$ cat config.mk
export PLATFORM = sky130hd
export DESIGN_NAME = fetch_prefetch_buffer
export DESIGN_NICKNAME = d
export VERILOG_FILES = /design/src/rtl/fetch_pkg.sv /design/src/rtl/fetch_fifo.sv /design/src/rtl/fetch_prefetch_buffer.sv
export SDC_FILE = /design/constraint.sdc
export NUM_CORES = 1
export LEC_CHECK = 0
export CAP_MARGIN = 10
export CORE_UTILIZATION = 45
export DETAILED_ROUTE_END_ITERATION = 10
export DONT_BUFFER_PORTS = 1
export SLEW_MARGIN = 15
export SYNTH_ARGS = -nofsm -noshare
export SYNTH_HDL_FRONTEND = slang
export SYNTH_SLANG_ARGS = --single-unit
$ cat constraint.sdc
create_clock -name clk -period 4.17 [get_ports clk]
set_clock_uncertainty 0.1 [all_clocks]
set_input_delay 0.2085 -clock clk [delete_from_list [all_inputs] [get_ports clk]]
set_output_delay 0.2085 -clock clk [all_outputs]
set_load 0.01 [all_outputs]
$ cat src/rtl/fetch_pkg.sv
// Shared types and helpers for the prefetching instruction fetch stage.
package fetch_pkg;

  localparam int INSTR_W = 32;

  typedef struct packed {
    logic [INSTR_W-1:0] data;
    logic               err;
  } fetch_entry_t;

  // RVC: anything whose two lowest bits are not 2'b11 is a 16-bit instruction.
  function automatic logic is_compressed(input logic [1:0] lsb);
    return lsb != 2'b11;
  endfunction

endpackage

$ cat src/rtl/fetch_fifo.sv
// Shift FIFO of fetched words: entry 0 is always the head, entry 1 the next word.
module fetch_fifo
  import fetch_pkg::*;
#(
  parameter int DEPTH = 3,
  localparam int CNT_W = $clog2(DEPTH + 1)
) (
  input  logic             clk,
  input  logic             rstn,
  input  logic             push,
  input  fetch_entry_t     push_data,
  input  logic             pop,
  input  logic             clear,
  output fetch_entry_t     head,
  output fetch_entry_t     next,
  output logic [CNT_W-1:0] occupied
);

  fetch_entry_t     mem_q [DEPTH];
  fetch_entry_t     mem_d [DEPTH];
  logic [CNT_W-1:0] occ_q;
  logic [CNT_W-1:0] occ_d;
  logic [CNT_W-1:0] wr_idx;

  always_comb begin
    // On a simultaneous pop the entries shift first, so the new word lands one slot lower.
    wr_idx = occ_q - CNT_W'(pop);
    occ_d  = occ_q + CNT_W'(push) - CNT_W'(pop);
    for (int i = 0; i < DEPTH - 1; i++) begin
      mem_d[i] = pop ? mem_q[i+1] : mem_q[i];
    end
    mem_d[DEPTH-1] = mem_q[DEPTH-1];
    for (int i = 0; i < DEPTH; i++) begin
      if (push && (CNT_W'(i) == wr_idx)) begin
        mem_d[i] = push_data;
      end
    end
    if (clear) begin
      occ_d = '0;
    end
  end

  always_ff @(posedge clk or negedge rstn) begin
    if (!rstn) begin
      occ_q <= '0;
      for (int i = 0; i < DEPTH; i++) begin
        mem_q[i] <= '0;
      end
    end else begin
      occ_q <= occ_d;
      for (int i = 0; i < DEPTH; i++) begin
        mem_q[i] <= mem_d[i];
      end
    end
  end

  assign head     = mem_q[0];
  assign next     = mem_q[1];
  assign occupied = occ_q;

  no_overflow: assert property (@(posedge clk) disable iff (!rstn)
    !(push && !pop && !clear && (occ_q == CNT_W'(DEPTH))));

  no_underflow: assert property (@(posedge clk) disable iff (!rstn)
    !(pop && (occ_q == '0)));

endmodule

$ cat src/rtl/fetch_prefetch_buffer.sv
// Prefetching fetch stage: issues word requests, buffers responses and aligns
// 16/32-bit instructions onto a valid/ready output with PC and error tag.
module fetch_prefetch_buffer
  import fetch_pkg::*;
#(
  parameter logic [31:0] PC_RESET   = 32'h0000_0000,
  parameter int          NUM_REQS   = 2,
  parameter int          FIFO_DEPTH = 3
) (
  input  logic               clk,
  input  logic               rstn,
  output logic               instr_req_o,
  input  logic               instr_gnt_i,
  output logic [31:0]        instr_addr_o,
  input  logic               instr_rvalid_i,
  input  logic [31:0]        instr_rdata_i,
  input  logic               instr_err_i,
  input  logic               redirect_i,
  input  logic [31:0]        redirect_pc_i,
  output logic               out_valid_o,
  input  logic               out_ready_i,
  output logic [INSTR_W-1:0] out_instr_o,
  output logic [31:0]        out_pc_o,
  output logic               out_compressed_o,
  output logic               out_err_o,
  output logic               busy_o
);

  localparam int CW = $clog2(NUM_REQS + 1);
  localparam int OW = $clog2(FIFO_DEPTH + 1);
  localparam int SW = ((CW > OW) ? CW : OW) + 1;

  logic [31:0]        fetch_addr_q;
  logic [31:0]        out_pc_q;
  logic [CW-1:0]      outstanding_q;
  logic [CW-1:0]      outstanding_d;
  logic [CW-1:0]      discard_q;
  logic               run_q;
  logic [OW-1:0]      occupied;
  logic [SW-1:0]      inflight;
  fetch_entry_t       w0;
  fetch_entry_t       w1;
  fetch_entry_t       rsp_entry;
  logic               issue;
  logic               push;
  logic               rsp_drop;
  logic               pop;
  logic               fire;
  logic               al_valid;
  logic               al_comp;
  logic               al_err;
  logic               al_pop_word;
  logic [INSTR_W-1:0] al_instr;

  // Handshakes: the bus transfers a request on req & gnt (req/addr held until gnt)
  // and a response on rvalid; the output transfers on out_valid & out_ready.
  assign inflight    = SW'(occupied) + SW'(outstanding_q);
  assign instr_req_o = run_q && (outstanding_q < CW'(NUM_REQS))
                       && (inflight < SW'(FIFO_DEPTH)) && !redirect_i;
  assign issue       = instr_req_o && instr_gnt_i;
  assign rsp_drop    = instr_rvalid_i && (discard_q != '0);
  assign push        = instr_rvalid_i && (discard_q == '0);
  assign rsp_entry   = '{data: instr_rdata_i, err: instr_err_i};

  assign outstanding_d = outstanding_q + CW'(issue) - CW'(instr_rvalid_i);

  fetch_fifo #(
    .DEPTH(FIFO_DEPTH)
  ) u_fifo (
    .clk      (clk),
    .rstn     (rstn),
    .push     (push),
    .push_data(rsp_entry),
    .pop      (pop),
    .clear    (redirect_i),
    .head     (w0),
    .next     (w1),
    .occupied (occupied)
  );

  always_comb begin
    al_instr    = w0.data;
    al_comp     = 1'b0;
    al_valid    = 1'b0;
    al_err      = w0.err;
    al_pop_word = 1'b0;
    if (!out_pc_q[1]) begin
      al_comp     = is_compressed(w0.data[1:0]);
      al_valid    = (occupied != '0);
      al_instr    = al_comp ? {16'h0000, w0.data[15:0]} : w0.data;
      al_pop_word = !al_comp;
    end else begin
      // Starting in the upper halfword always consumes W0.
      al_comp     = is_compressed(w0.data[17:16]);
      al_pop_word = 1'b1;
      if (al_comp) begin
        al_instr = {16'h0000, w0.data[31:16]};
        al_valid = (occupied != '0);
      end else begin
        al_instr = {w1.data[15:0], w0.data[31:16]};
        al_valid = (occupied >= OW'(2));
        al_err   = w0.err | w1.err;
      end
    end
    if (redirect_i) begin
      al_valid = 1'b0;
    end
  end

  assign fire = al_valid && out_ready_i;
  assign pop  = fire && al_pop_word;

  always_ff @(posedge clk or negedge rstn) begin
    if (!rstn) begin
      fetch_addr_q  <= PC_RESET & ~32'h3;
      out_pc_q      <= PC_RESET;
      outstanding_q <= '0;
      discard_q     <= '0;
      run_q         <= 1'b0;
    end else begin
      run_q         <= 1'b1;
      outstanding_q <= outstanding_d;
      if (redirect_i) begin
        // Every response still owed after this cycle belongs to the old stream.
        discard_q    <= outstanding_d;
        fetch_addr_q <= redirect_pc_i & ~32'h3;
        out_pc_q     <= redirect_pc_i;
      end else begin
        if (rsp_drop) begin
          discard_q <= discard_q - CW'(1);
        end
        if (issue) begin
          fetch_addr_q <= fetch_addr_q + 32'd4;
        end
        if (fire) begin
          out_pc_q <= out_pc_q + (al_comp ? 32'd2 : 32'd4);
        end
      end
    end
  end

  assign instr_addr_o     = fetch_addr_q;
  assign busy_o           = (outstanding_q != '0);
  assign out_valid_o      = al_valid;
  assign out_instr_o      = al_valid ? al_instr : '0;
  assign out_pc_o         = al_valid ? out_pc_q : '0;
  assign out_compressed_o = al_valid && al_comp;
  assign out_err_o        = al_valid && al_err;

endmodule

# After elaboration in Yosys (flattened, before gate mapping)
# Index checks and enable logic that the tools add are counted.
dict set report totals {
  inputBits 71
  register_bits 170
  word_cells 78
}
dict set report classes {
  bitwise 1
  n_lt_le_gt_ge 3
  eq_ne 4
  n_reduce_logical 25
  muxes 24
  addsub 9
}
# cell count
set ops {}
lappend ops {{$mux 32} 9}
lappend ops {{$mux 33} 4}
lappend ops {{$add 32x3->32} 1}
lappend ops {{$add 32x3->32 const B} 1}
lappend ops {{$reduce_bool 2->1} 8}
lappend ops {{$logic_and 1x1->1} 13}
lappend ops {{$mux 1} 7}
lappend ops {{$mux 2} 3}
lappend ops {{$sub 2x1->2} 3}
lappend ops {{$add 2x1->2} 2}
lappend ops {{$logic_not 2->1} 2}
lappend ops {{$ne 2x2->1 const B} 2}
lappend ops {{$add 2x2->3} 1}
lappend ops {{$lt 3x2->1 const B} 1}
lappend ops {{$mux 3} 1}
lappend ops {{$eq 1x2->1 const A} 1}
lappend ops {{$eq 2x2->1 const A} 1}
lappend ops {{$ge 2x2->1 const B} 1}
lappend ops {{$logic_not 1->1} 2}
lappend ops {{$lt 2x2->1 const B} 1}
lappend ops {{$sub 2x1->2 const B} 1}
lappend ops {{$or 1x1->1} 1}

# Depth between registers and ports, before layout
# Gate-level depths: netlist (run 1).
dict set report depth {
  ltp_word 10
  mapped_depth 14
  depth_no_buf 12
}

# Modules after synthesis
# Synthesis (run 1) repeated with hierarchy kept, for this count alone.
dict set report unflattened {
  cells_unflattened 934
  area_unflattened_um2 10017.1
}
# mod seq_area_each_um2 area_each_um2 n_inst cells_per_inst
set by_module_without_submodules {}
lappend by_module_without_submodules {fetch_fifo 2527.4 5232.5 1 364}
lappend by_module_without_submodules {fetch_prefetch_buffer 1676.6 4784.6 1 570}

# Worst setup path after synthesis (run 1)
# Ideal clock, no wire load.
dict set report synth_path {
  path_kind {register to register}
  startpoint {reg u_fifo.occ_q[1], in the netlist u_fifo.occupied[1]}
  endpoint {reg u_fifo.mem_q (netlist bit u_fifo.next[25])}
  required_time_ns 3.929
  setup_ns 0.141
  t_arrival_ns 2.900
  setup_slack_ns 1.029
  n_path_buf 5
  stages_incl_launch_ff 15
  cell_sequence {dfrtp_1 -> buf_2 -> o21a_1 -> nand2_1 -> or3_1 -> clkbuf_1 -> inv_1 -> clkbuf_1 -> ha_1 -> xor2_1 -> or3b_2 -> clkbuf_1 -> clkbuf_1 -> nor2_1 -> a31oi_1}
}
dict set report synth_via {
  elab_chain_cells 10
}
# element line_no
set synth_lines {}
lappend synth_lines {{start, declared} fetch_fifo.sv:21} ;# logic [CNT_W-1:0] occ_q;
lappend synth_lines {{start signal, assigned} fetch_fifo.sv:45} ;# occ_q <= '0;
lappend synth_lines {{start signal, assigned} fetch_fifo.sv:50} ;# occ_q <= occ_d;
lappend synth_lines {{$ge 2x2->1 / $reduce_bool 2->1 (equally long branches)} {fetch_prefetch_buffer.sv:101, fetch_prefetch_buffer.sv:89, fetch_prefetch_buffer.sv:98}}
lappend synth_lines {{$mux 1} fetch_prefetch_buffer.sv:96} ;# if (al_comp) begin
lappend synth_lines {{$mux 1} fetch_prefetch_buffer.sv:87} ;# if (!out_pc_q[1]) begin
lappend synth_lines {{$mux 1} fetch_prefetch_buffer.sv:105} ;# if (redirect_i) begin
lappend synth_lines {{$logic_and 1x1->1} fetch_prefetch_buffer.sv:110} ;# assign fire = al_valid && out_ready_i;
lappend synth_lines {{$logic_and 1x1->1} fetch_prefetch_buffer.sv:111} ;# assign pop = fire && al_pop_word;
lappend synth_lines {{$sub 2x1->2} fetch_fifo.sv:27} ;# wr_idx = occ_q - CNT_W'(pop);
lappend synth_lines {{$eq 1x2->1} fetch_fifo.sv:34} ;# if (push && (CNT_W'(i) == wr_idx)) begin
lappend synth_lines {{$logic_and 1x1->1} fetch_fifo.sv:34}
lappend synth_lines {{$mux 33 / $reduce_bool 2->1 (equally long branches)} --}
lappend synth_lines {{end signal, assigned by index} fetch_fifo.sv:52} ;# mem_q[i] <= mem_d[i];
lappend synth_lines {{end, declared} fetch_fifo.sv:19} ;# fetch_entry_t mem_q [DEPTH];
# Parallel ways exist; a longest one is shown, timed or not.
# A chain may end at the register's enable or synchronous reset.

# Worst setup path in the final report (run 1)
dict set report layout_path {
  startpoint {reg outstanding_q[0]}
  endpoint {reg discard_q[1]}
}
dict set report layout_via {
  elab_chain_cells 8
}
# element line_no
set layout_lines {}
lappend layout_lines {{start, declared} fetch_prefetch_buffer.sv:35} ;# logic [CW-1:0] outstanding_q;
lappend layout_lines {{start signal, assigned} fetch_prefetch_buffer.sv:122} ;# outstanding_q <= outstanding_d;
lappend layout_lines {{$add 2x2->3 / $lt 2x2->1 (equally long branches)} {fetch_prefetch_buffer.sv:57, fetch_prefetch_buffer.sv:58}}
lappend layout_lines {{$lt 3x2->1 / $logic_and 1x1->1 (equally long branches)} {fetch_prefetch_buffer.sv:59, fetch_prefetch_buffer.sv:58}}
lappend layout_lines {{$logic_and 1x1->1 (2 in series)} fetch_prefetch_buffer.sv:59} ;# && (inflight < SW'(FIFO_DEPTH)) && !redirect_i;
lappend layout_lines {{$logic_and 1x1->1} fetch_prefetch_buffer.sv:60} ;# assign issue = instr_req_o && instr_gnt_i;
lappend layout_lines {{$add 2x1->2 (*)} fetch_prefetch_buffer.sv:65} ;# assign outstanding_d = outstanding_q + CW'(issue) - CW'(instr_rvalid_i);
lappend layout_lines {{$sub 2x1->2 (*)} fetch_prefetch_buffer.sv:65}
lappend layout_lines {{via outstanding_d[1]} fetch_prefetch_buffer.sv:36} ;# logic [CW-1:0] outstanding_d;
lappend layout_lines {{$mux 2 (*)} fetch_prefetch_buffer.sv:123} ;# if (redirect_i) begin
lappend layout_lines {{end signal, assigned} fetch_prefetch_buffer.sv:125} ;# discard_q <= outstanding_d;
lappend layout_lines {{end signal, assigned} fetch_prefetch_buffer.sv:130} ;# discard_q <= discard_q - CW'(1);
lappend layout_lines {{end, declared} fetch_prefetch_buffer.sv:37} ;# logic [CW-1:0] discard_q;
# Mark *: on every way through the listed nets, which the timed path passes. The rest lies on a longest branch.

==> results of run 1 <==
worst max-delay path by stage:
stage / endpoint / slack, ns / cells past startpoint
2_1_floorplan: u_fifo.next[25] / 1.03 / 14
3_3_place_gp: discard_q[1] / 1.02 / 12
3_5_place_dp: discard_q[1] / 0.94 / 12
4_1_cts: discard_q[1] / 0.93 / 12
5_1_grt: discard_q[1] / 0.77 / 12
6_report: discard_q[1] / 0.94 / 12
kinds of logic after synthesis:
kind of cell	share of synthesized area
and+or+nand+nor	0.251
AOI/OAI and AO/OA	0.134
DFF	0.468
buffers and inverters	0.0388
muxes	0.0700
xor gates and xnor gates	0.0205
adders and majority gates	0.0170
other	0.000837
synth_stat cells (3+ instances only):
master,count,share of area
nand2_1,199,0.083
dfrtp_1,168,0.47
nor2_1,134,0.056
a31oi_1,77,0.054
clkbuf_1,59,0.025
nand3_1,39,0.022
mux2_2,38,0.048
and2_1,35,0.024
o21ai_0,34,0.019
mux2i_1,20,0.022
a22oi_1,18,0.015
a21oi_1,14,0.0078
nor4_1,14,0.0098
o211ai_1,14,0.012
xnor2_1,14,0.014
nand4_1,13,0.0091
and3_1,12,0.0084
inv_1,12,0.0050
o311ai_0,12,0.012
nor3_1,11,0.0061
ha_1,9,0.013
buf_2,8,0.0045
xor2_1,7,0.0068
or3_1,6,0.0042
and4_1,5,0.0049
buf_1,5,0.0021
or4_1,4,0.0033
a221o_1,3,0.0033
nor3b_1,3,0.0025
or2_2,3,0.0021
state kept, by name (all words and copies together), names as in the netlist:
register         cells
u_fifo.next         33
u_fifo.mem_q        33
outstanding_q        2
u_fifo.occupied      2
instr_addr_o        30
run_q                1
u_fifo.head         33
discard_q            2
out_pc_q            32
cell type report:
cell class | instances | area (sq um)
inverters | 14 | 52.6
multi-input cells | 770 | 4440
flip-flops and latches | 168 | 4200
repair buffers | 80 | 783
well taps | 265 | 332
fillers | 1844 | 9090
clock buffers | 17 | 425
clock inverters | 15 | 199
routing by layer:
layer / wire, um / vias to the layer above / share of wire / GRT usage
met5: 0 / - / 0 / 0
met1: 11500 / 3811 / 0.46 / 0.353
met3: 1320 / 45 / 0.053 / 0.0550
met2: 11400 / 208 / 0.46 / 0.365
li1: - / 3641 / - / -
met4: 645 / 0 / 0.026 / 0.0946
critical path: stages, from the launching register on:
cell and delay (ns):
dfrtp_1 0.41, ha_1 0.22, fa_1 0.36, or4b_4 0.51, a211oi_4 0.20, inv_2 0.28
ha_1 0.38, inv_1 0.04, ha_1 0.18, xnor2_1 0.16, xnor2_1 0.17, nand2_1 0.07
o21ai_0 0.07
power breakdown:
part | internal [mW] | switching, mW
Sequential | 2.17 | 0.508
Combinational | 0.728 | 1.01
Clock | 0.870 | 0.776
through the flow:
stage               power, mW  instances  worst slack, ns  cell area, sq um  hold slack (ns)
detailed placement       4.36       1231            0.941              9140           -0.178
CTS                      6.10       1329            0.930             10400           -0.651
global placement         4.31       1231             1.02              9140           -0.179
global route             6.45       1329            0.773             10400           -0.660
floorplan                3.87       1026             1.03              8980           -0.187
finish                   6.06       1329            0.936             10400           -0.640
==> metrics, run 1 <==
Cells after Synth 1025; first-pass GRT wire length 38900 um; synth-to-layout area growth 16.3%; Reg-to-Reg Start outstanding_q[0]; syn avg cell area 8.76 sq um; r2r setup slk 0.94 ns; # diodes 0; Wirelength per Cell 18.8 um; status finished with violations; worst setup path class flop to flop; min Tclk post-route 3.23 ns; DIE AREA 0.0205 sq mm; Seq cells post-synth 168; final hold slack -0.640 ns; cell area after synthesis 0.00897 sq mm; residual DRC count 0; post-synthesis async set-or-reset flop share 1.00; total global routing overflow 0; Nets 1133; input/output buffers 0; Leak 4.45 nW; EDFF count, synth 0; worst setup path startpoint outstanding_q[0]; vias per inst 5.80; CP arrival 3.49 ns; CTS clk-pin slew, worst paths 0.07 ns; final RePlAce weighted congestion 0.811; vias in the first global route 6955; TritonCTS clock tree yes; CTS root buffer clkbuf_16; Setup TNS Final 0 ns; I/O pins 172; Setup Buffers After CTS 0; period utilization 0.776; Worst R2R End discard_q[1]; pwr/cell area 581 mW/mm^2; final core utilization 0.535; Skew-Pair Late Insertion Delay 0.44 ns; Final ANT Viol Nets 0; Initial Util 0.460; TritonCTS sink count 168; measured slew at the worst slew-check pin 0.876 ns; total of max-cap violations 0; required time worst endpoint 4.43 ns; Max FO, Critical Path 37; CTS Buf Count 17; Worst Hold Class input pin to asynchronous set/reset pin; Final Hold Fails 168; fmax 309 MHz; most common cell after layout, fill and taps aside nand2_1; core box area 0.0195 sq mm; final setup vio count 0; synth warn 0; FP Rows 51; RSZ-0062 raised after global routing false; sequential area share after synthesis 0.468; commonest cells after routing, fill and taps aside nand2_1 (199), dfrtp_1 (168), nor2_1 (134); largest net degree at the start of global routing 169; 1st-iter DRT viols 639; antenna violations before repair 0; Slew headroom 0.415; Die W 143 um; via count 7705; crit path capture type flop; 1st-pass router iterations 5; hold buffers post-CTS 66; Peak VDD IR 0.322 mV; Max Slew Vio Count 0; post-cts gate resize count 0; Die Height 143 um; htree depth 4; layout cell share with drive strength beyond 1 0.0930; HPWL after DPL 16100 um; violated checks negative hold slack; FF-to-FF path depth 12; clk buf depth 2; Synth Flop Type dfrtp_1; wirelength, routed 24900 um; Yosys cell types 54; GRT Resource Usage Total 0.247; Setup crit start kind flop
No activity file was read; power rests on OpenSTA's default activity.
==> run 2, diff against run 1 <==
Clock period 4.17 ns to 3.2 ns, I/O delays scaled along.
==> metrics, run 2 (synthesis gave the netlist of run 1 again) <==
status finished with violations; violated checks negative hold slack; Reg area 0.00420 sq mm; CTS Buf Count 17; HPWL after DPL 16300 um; footprint of the multi-input gates 0.00444 sq mm; synth-to-layout area growth 17.7%; min Tclk post-route 2.90 ns; TritonCTS sink count 168; crit path capture type flop; hold buffers post-CTS 69; Setup Buffers After CTS 0; first-pass GRT wire length 39200 um; fmax 344 MHz; Final Hold Fails 168; RSZ-0062 raised after global routing false; vias per inst 5.80; vias in the first global route 7175; most common cell after layout, fill and taps aside nand2_1; Leak 4.52 nW; CTS root buffer clkbuf_16; Die Height 143 um; FP Rows 51; pwr/cell area 756 mW/mm^2; input/output buffers 0; I/O pins 172; TritonCTS clock tree yes; largest net degree at the start of global routing 169; Max FO, Critical Path 42; final setup vio count 0; Slew headroom 0.340; residual DRC count 0; Setup crit start kind flop; layout cell share with drive strength beyond 1 0.102; wirelength, routed 25100 um; Max Slew Vio Count 0; placed insts 1242; 1st-pass router iterations 5; fillers 1816; core box area 0.0195 sq mm; clk buf depth 2; antenna violations before repair 1; Wirelength per Cell 18.7 um; post-cts gate resize count 0; measured slew at the worst slew-check pin 0.987 ns; CTS clk-pin slew, worst paths 0.07 ns; Worst Hold Class input pin to asynchronous set/reset pin; GRT Resource Usage Total 0.250; period utilization 0.908; Skew-Pair Late Insertion Delay 0.44 ns; final hold slack -0.689 ns; via count 7798; htree depth 4; required time worst endpoint 3.39 ns; final RePlAce weighted congestion 0.832; worst setup path class flop to flop; Post-Layout Cell Count 1345; CP arrival 3.09 ns; DIE AREA 0.0205 sq mm; Final ANT Viol Nets 0; final core utilization 0.541; commonest cells after routing, fill and taps aside nand2_1 (199), dfrtp_1 (168), nor2_1 (134); total of max-cap violations 0; Setup TNS Final 0 ns; 1st-iter DRT viols 618; total global routing overflow 0; Nets 1147; Peak VDD IR 0.542 mV; Initial Util 0.460; Die W 143 um
run 2: per-stage QoR:
step	worst slack, ns	area [sq um]	power (mW)	hold slack (ns)
finish	0.295	10600	7.99	-0.689
global route	0.0864	10600	8.47	-0.713
CTS	0.283	10600	8.04	-0.707
detailed placement	0.292	9230	5.74	-0.227
global placement	0.358	9230	5.68	-0.228
floorplan	0.0588	8980	5.05	-0.236
run 2: layout make-up:
class,instances,area share
multi-input combinational,770,0.421
sequential,168,0.398
timing repair buffer,94,0.0860
clock buffer,18,0.0416
tap,265,0.0314
clock inverter,14,0.0167
inverter,14,0.00498
antenna,2,0.000474
run 2: per-layer routing:
metal  track usage  routed length, um
met1         0.352              11500
met2         0.372              11500
met3        0.0567               1420
met4        0.0963                626
met5             0                  0
run 2: final timing paths:
kind / end / start / slack [ns] / depth (start not counted)
max in group asynchronous: out_pc_q[1] / rstn / 3.50 / 0
worst min-delay path: u_fifo.mem_q[8] / rstn / -0.69 / 0
worst max-delay path: u_fifo.next[5] / u_fifo.occupied[1] / 0.30 / 10
worst min register to register: out_pc_q[0] / out_pc_q[0] / 0.40 / 2
min in group clk: out_pc_q[28] / redirect_i / 0.03 / 4
worst max register to register: u_fifo.next[5] / u_fifo.occupied[1] / 0.30 / 10
run 2: where the power goes:
part           internal [mW]  switching (mW)
logic                  0.998            1.34
registers               2.83           0.662
clock network           1.21           0.953
run 2: worst max-delay path, stage by stage, from the launching register on:
cell     delay (ns)
dfrtp_1        0.51
o21a_1         0.23
nand2_1        0.10
or3_2          0.48
inv_2          0.08
ha_1           0.15
xor2_1         0.10
or3b_2         0.50
buf_4          0.27
nor2_1         0.15
a31oi_1        0.06
==> run 3, diff against run 2 <==
Settings changed: CORE_ASPECT_RATIO from default to 0.8, CORE_UTILIZATION 45 to 64, PLACE_DENSITY from default to 0.8.
==> metrics, run 3 (synthesis gave the netlist of run 1 again) <==
status finished with violations; violated checks negative hold slack; fmax 332 MHz; Peak VDD IR 0.467 mV; crit path capture type flop; residual DRC count 0; GRT Resource Usage Total 0.349; most common cell after layout, fill and taps aside nand2_1; Max Slew Vio Count 0; commonest cells after routing, fill and taps aside nand2_1 (199), dfrtp_1 (168), nor2_1 (134); period utilization 0.940; Leak 4.50 nW; layout cell share with drive strength beyond 1 0.0988; final setup vio count 0; 1st-pass router iterations 7; Slowest Stage Delay on Critical Path 0.67 ns; Max FO, Critical Path 42; vias per inst 6.52; 1st-iter DRT viols 1040; Wirelength per Cell 19.6 um; core box area 0.0136 sq mm; Die W 134 um; final RePlAce weighted congestion 0.817; RSZ-0062 raised after global routing false; input/output buffers 0; CP arrival 3.21 ns; HPWL after DPL 15500 um; final hold slack -0.682 ns; Tot Pwr 7.92 mW; Reg area 0.00420 sq mm; FP Rows 38; Skew-Pair Late Insertion Delay 0.43 ns; I/O pins 172; min Tclk post-route 3.01 ns; Final Hold Fails 168; measured slew at the worst slew-check pin 0.854 ns; antenna violations before repair 2; Nets 1143; worst setup path class flop to flop; Worst Hold Class input pin to asynchronous set/reset pin; CTS clk-pin slew, worst paths 0.07 ns; wirelength, routed 24600 um; DIE AREA 0.0145 sq mm; required time worst endpoint 3.40 ns; largest net degree at the start of global routing 169; Initial Util 0.660; fillers 965; footprint of the multi-input gates 0.00444 sq mm; htree depth 4; synth-to-layout area growth 16.0%; Die Height 108 um; clk buf depth 2; Slew headroom 0.429; TritonCTS sink count 168; Final ANT Viol Nets 0; total global routing overflow 0; Setup TNS Final 0 ns; slowest cell on the critical path or3b_2; pwr/cell area 761 mW/mm^2; via count 8181; vias in the first global route 7415; hold buffers post-CTS 68; first-pass GRT wire length 38800 um; CTS Buf Count 17; crit path cell chain o21a_1 -> nand2_1 -> or3_2 -> inv_2 -> ha_1 -> xor2_1 -> or3b_2 -> buf_12 -> nor2_1 -> a31oi_1; Setup crit start kind flop; total of max-cap violations 0; CTS root buffer clkbuf_16; Setup Buffers After CTS 0; TritonCTS clock tree yes
run 3: cell types whose count changed in the layout (fill, tap and decap cells not counted):
cell	before	now
buf_12	1	3
clkinv_8	1	0
inv_8	2	0
dlygate4sd3_1	68	67
buf_4	24	19
clkinv_2	0	2
clkinvlp_4	1	2
inv_6	7	3
diode_2	2	1
clkinv_4	1	4
run 3: path summary, 6_finish.rpt:
check                              startpoint               end  depth (start not counted)  slack [ns]
setup / recovery           u_fifo.occupied[1]   u_fifo.next[30]                         10        0.19
hold / removal                           rstn   u_fifo.mem_q[7]                          0       -0.68
setup reg to reg           u_fifo.occupied[1]   u_fifo.next[30]                         10        0.19
hold reg to reg                   out_pc_q[0]       out_pc_q[0]                          2        0.38
max in group asynchronous                rstn  u_fifo.mem_q[26]                          0        3.43
min in group clk               instr_rvalid_i  outstanding_q[1]                          3        0.02
run 3: what timing repair did:
action | 4_1_cts | 5_1_grt
gates resized for setup | 0 | 0
setup endpoints to repair | 0 | 0
hold endpoints to repair | 333 | 168
run 3: routing by layer:
| layer | up-vias | GRT usage | share of wire |
|---|---|---|---|
| met1 | 3959 | 0.509 | 0.44 |
| met4 | 2 | 0.118 | 0.023 |
| met3 | 69 | 0.0951 | 0.098 |
| li1 | 3674 | - | - |
| met5 | - | 0 | 0.00053 |
| met2 | 477 | 0.503 | 0.44 |
run 3: layout make-up:
class                      instances  area share
tap                              180      0.0216
antenna                            1    0.000240
clock buffer                      18      0.0422
clock inverter                    13      0.0141
inverter                          14     0.00505
multi-input combinational        770       0.427
sequential                       168       0.404
timing repair buffer              90      0.0865
run 3: worst max-delay path, delay by kind of cell, from the launching register on:
family / cells / cell delay (ns)
AO/OA/AOI/OAI: 2 / 0.30
AND/OR/NAND/NOR: 4 / 1.39
adder cells (fa/ha/maj): 1 / 0.15
flip-flops: 1 / 0.53
buffers and inverters: 2 / 0.31
XOR/XNOR: 1 / 0.08
run 3: power breakdown:
part	leakage [nW]	internal [mW]	switching, mW	total [mW]
Sequential	2.05	2.83	0.665	3.50
Combinational	2.16	1.00	1.36	2.36
Clock	0.283	1.17	0.893	2.07
Total	4.50	5.01	2.91	7.92
run 3: metrics by stage:
step / setup slack, ns / cells / utilization / cell area (sq um)
CTS: 0.245 / 1253 / 0.766 / 10400
finish: 0.191 / 1254 / 0.766 / 10400
global route: 0.0328 / 1253 / 0.766 / 10400
detailed placement: 0.266 / 1154 / 0.671 / 9130
global placement: 0.334 / 1154 / 0.671 / 9130
floorplan: 0.0588 / 1026 / - / 8980
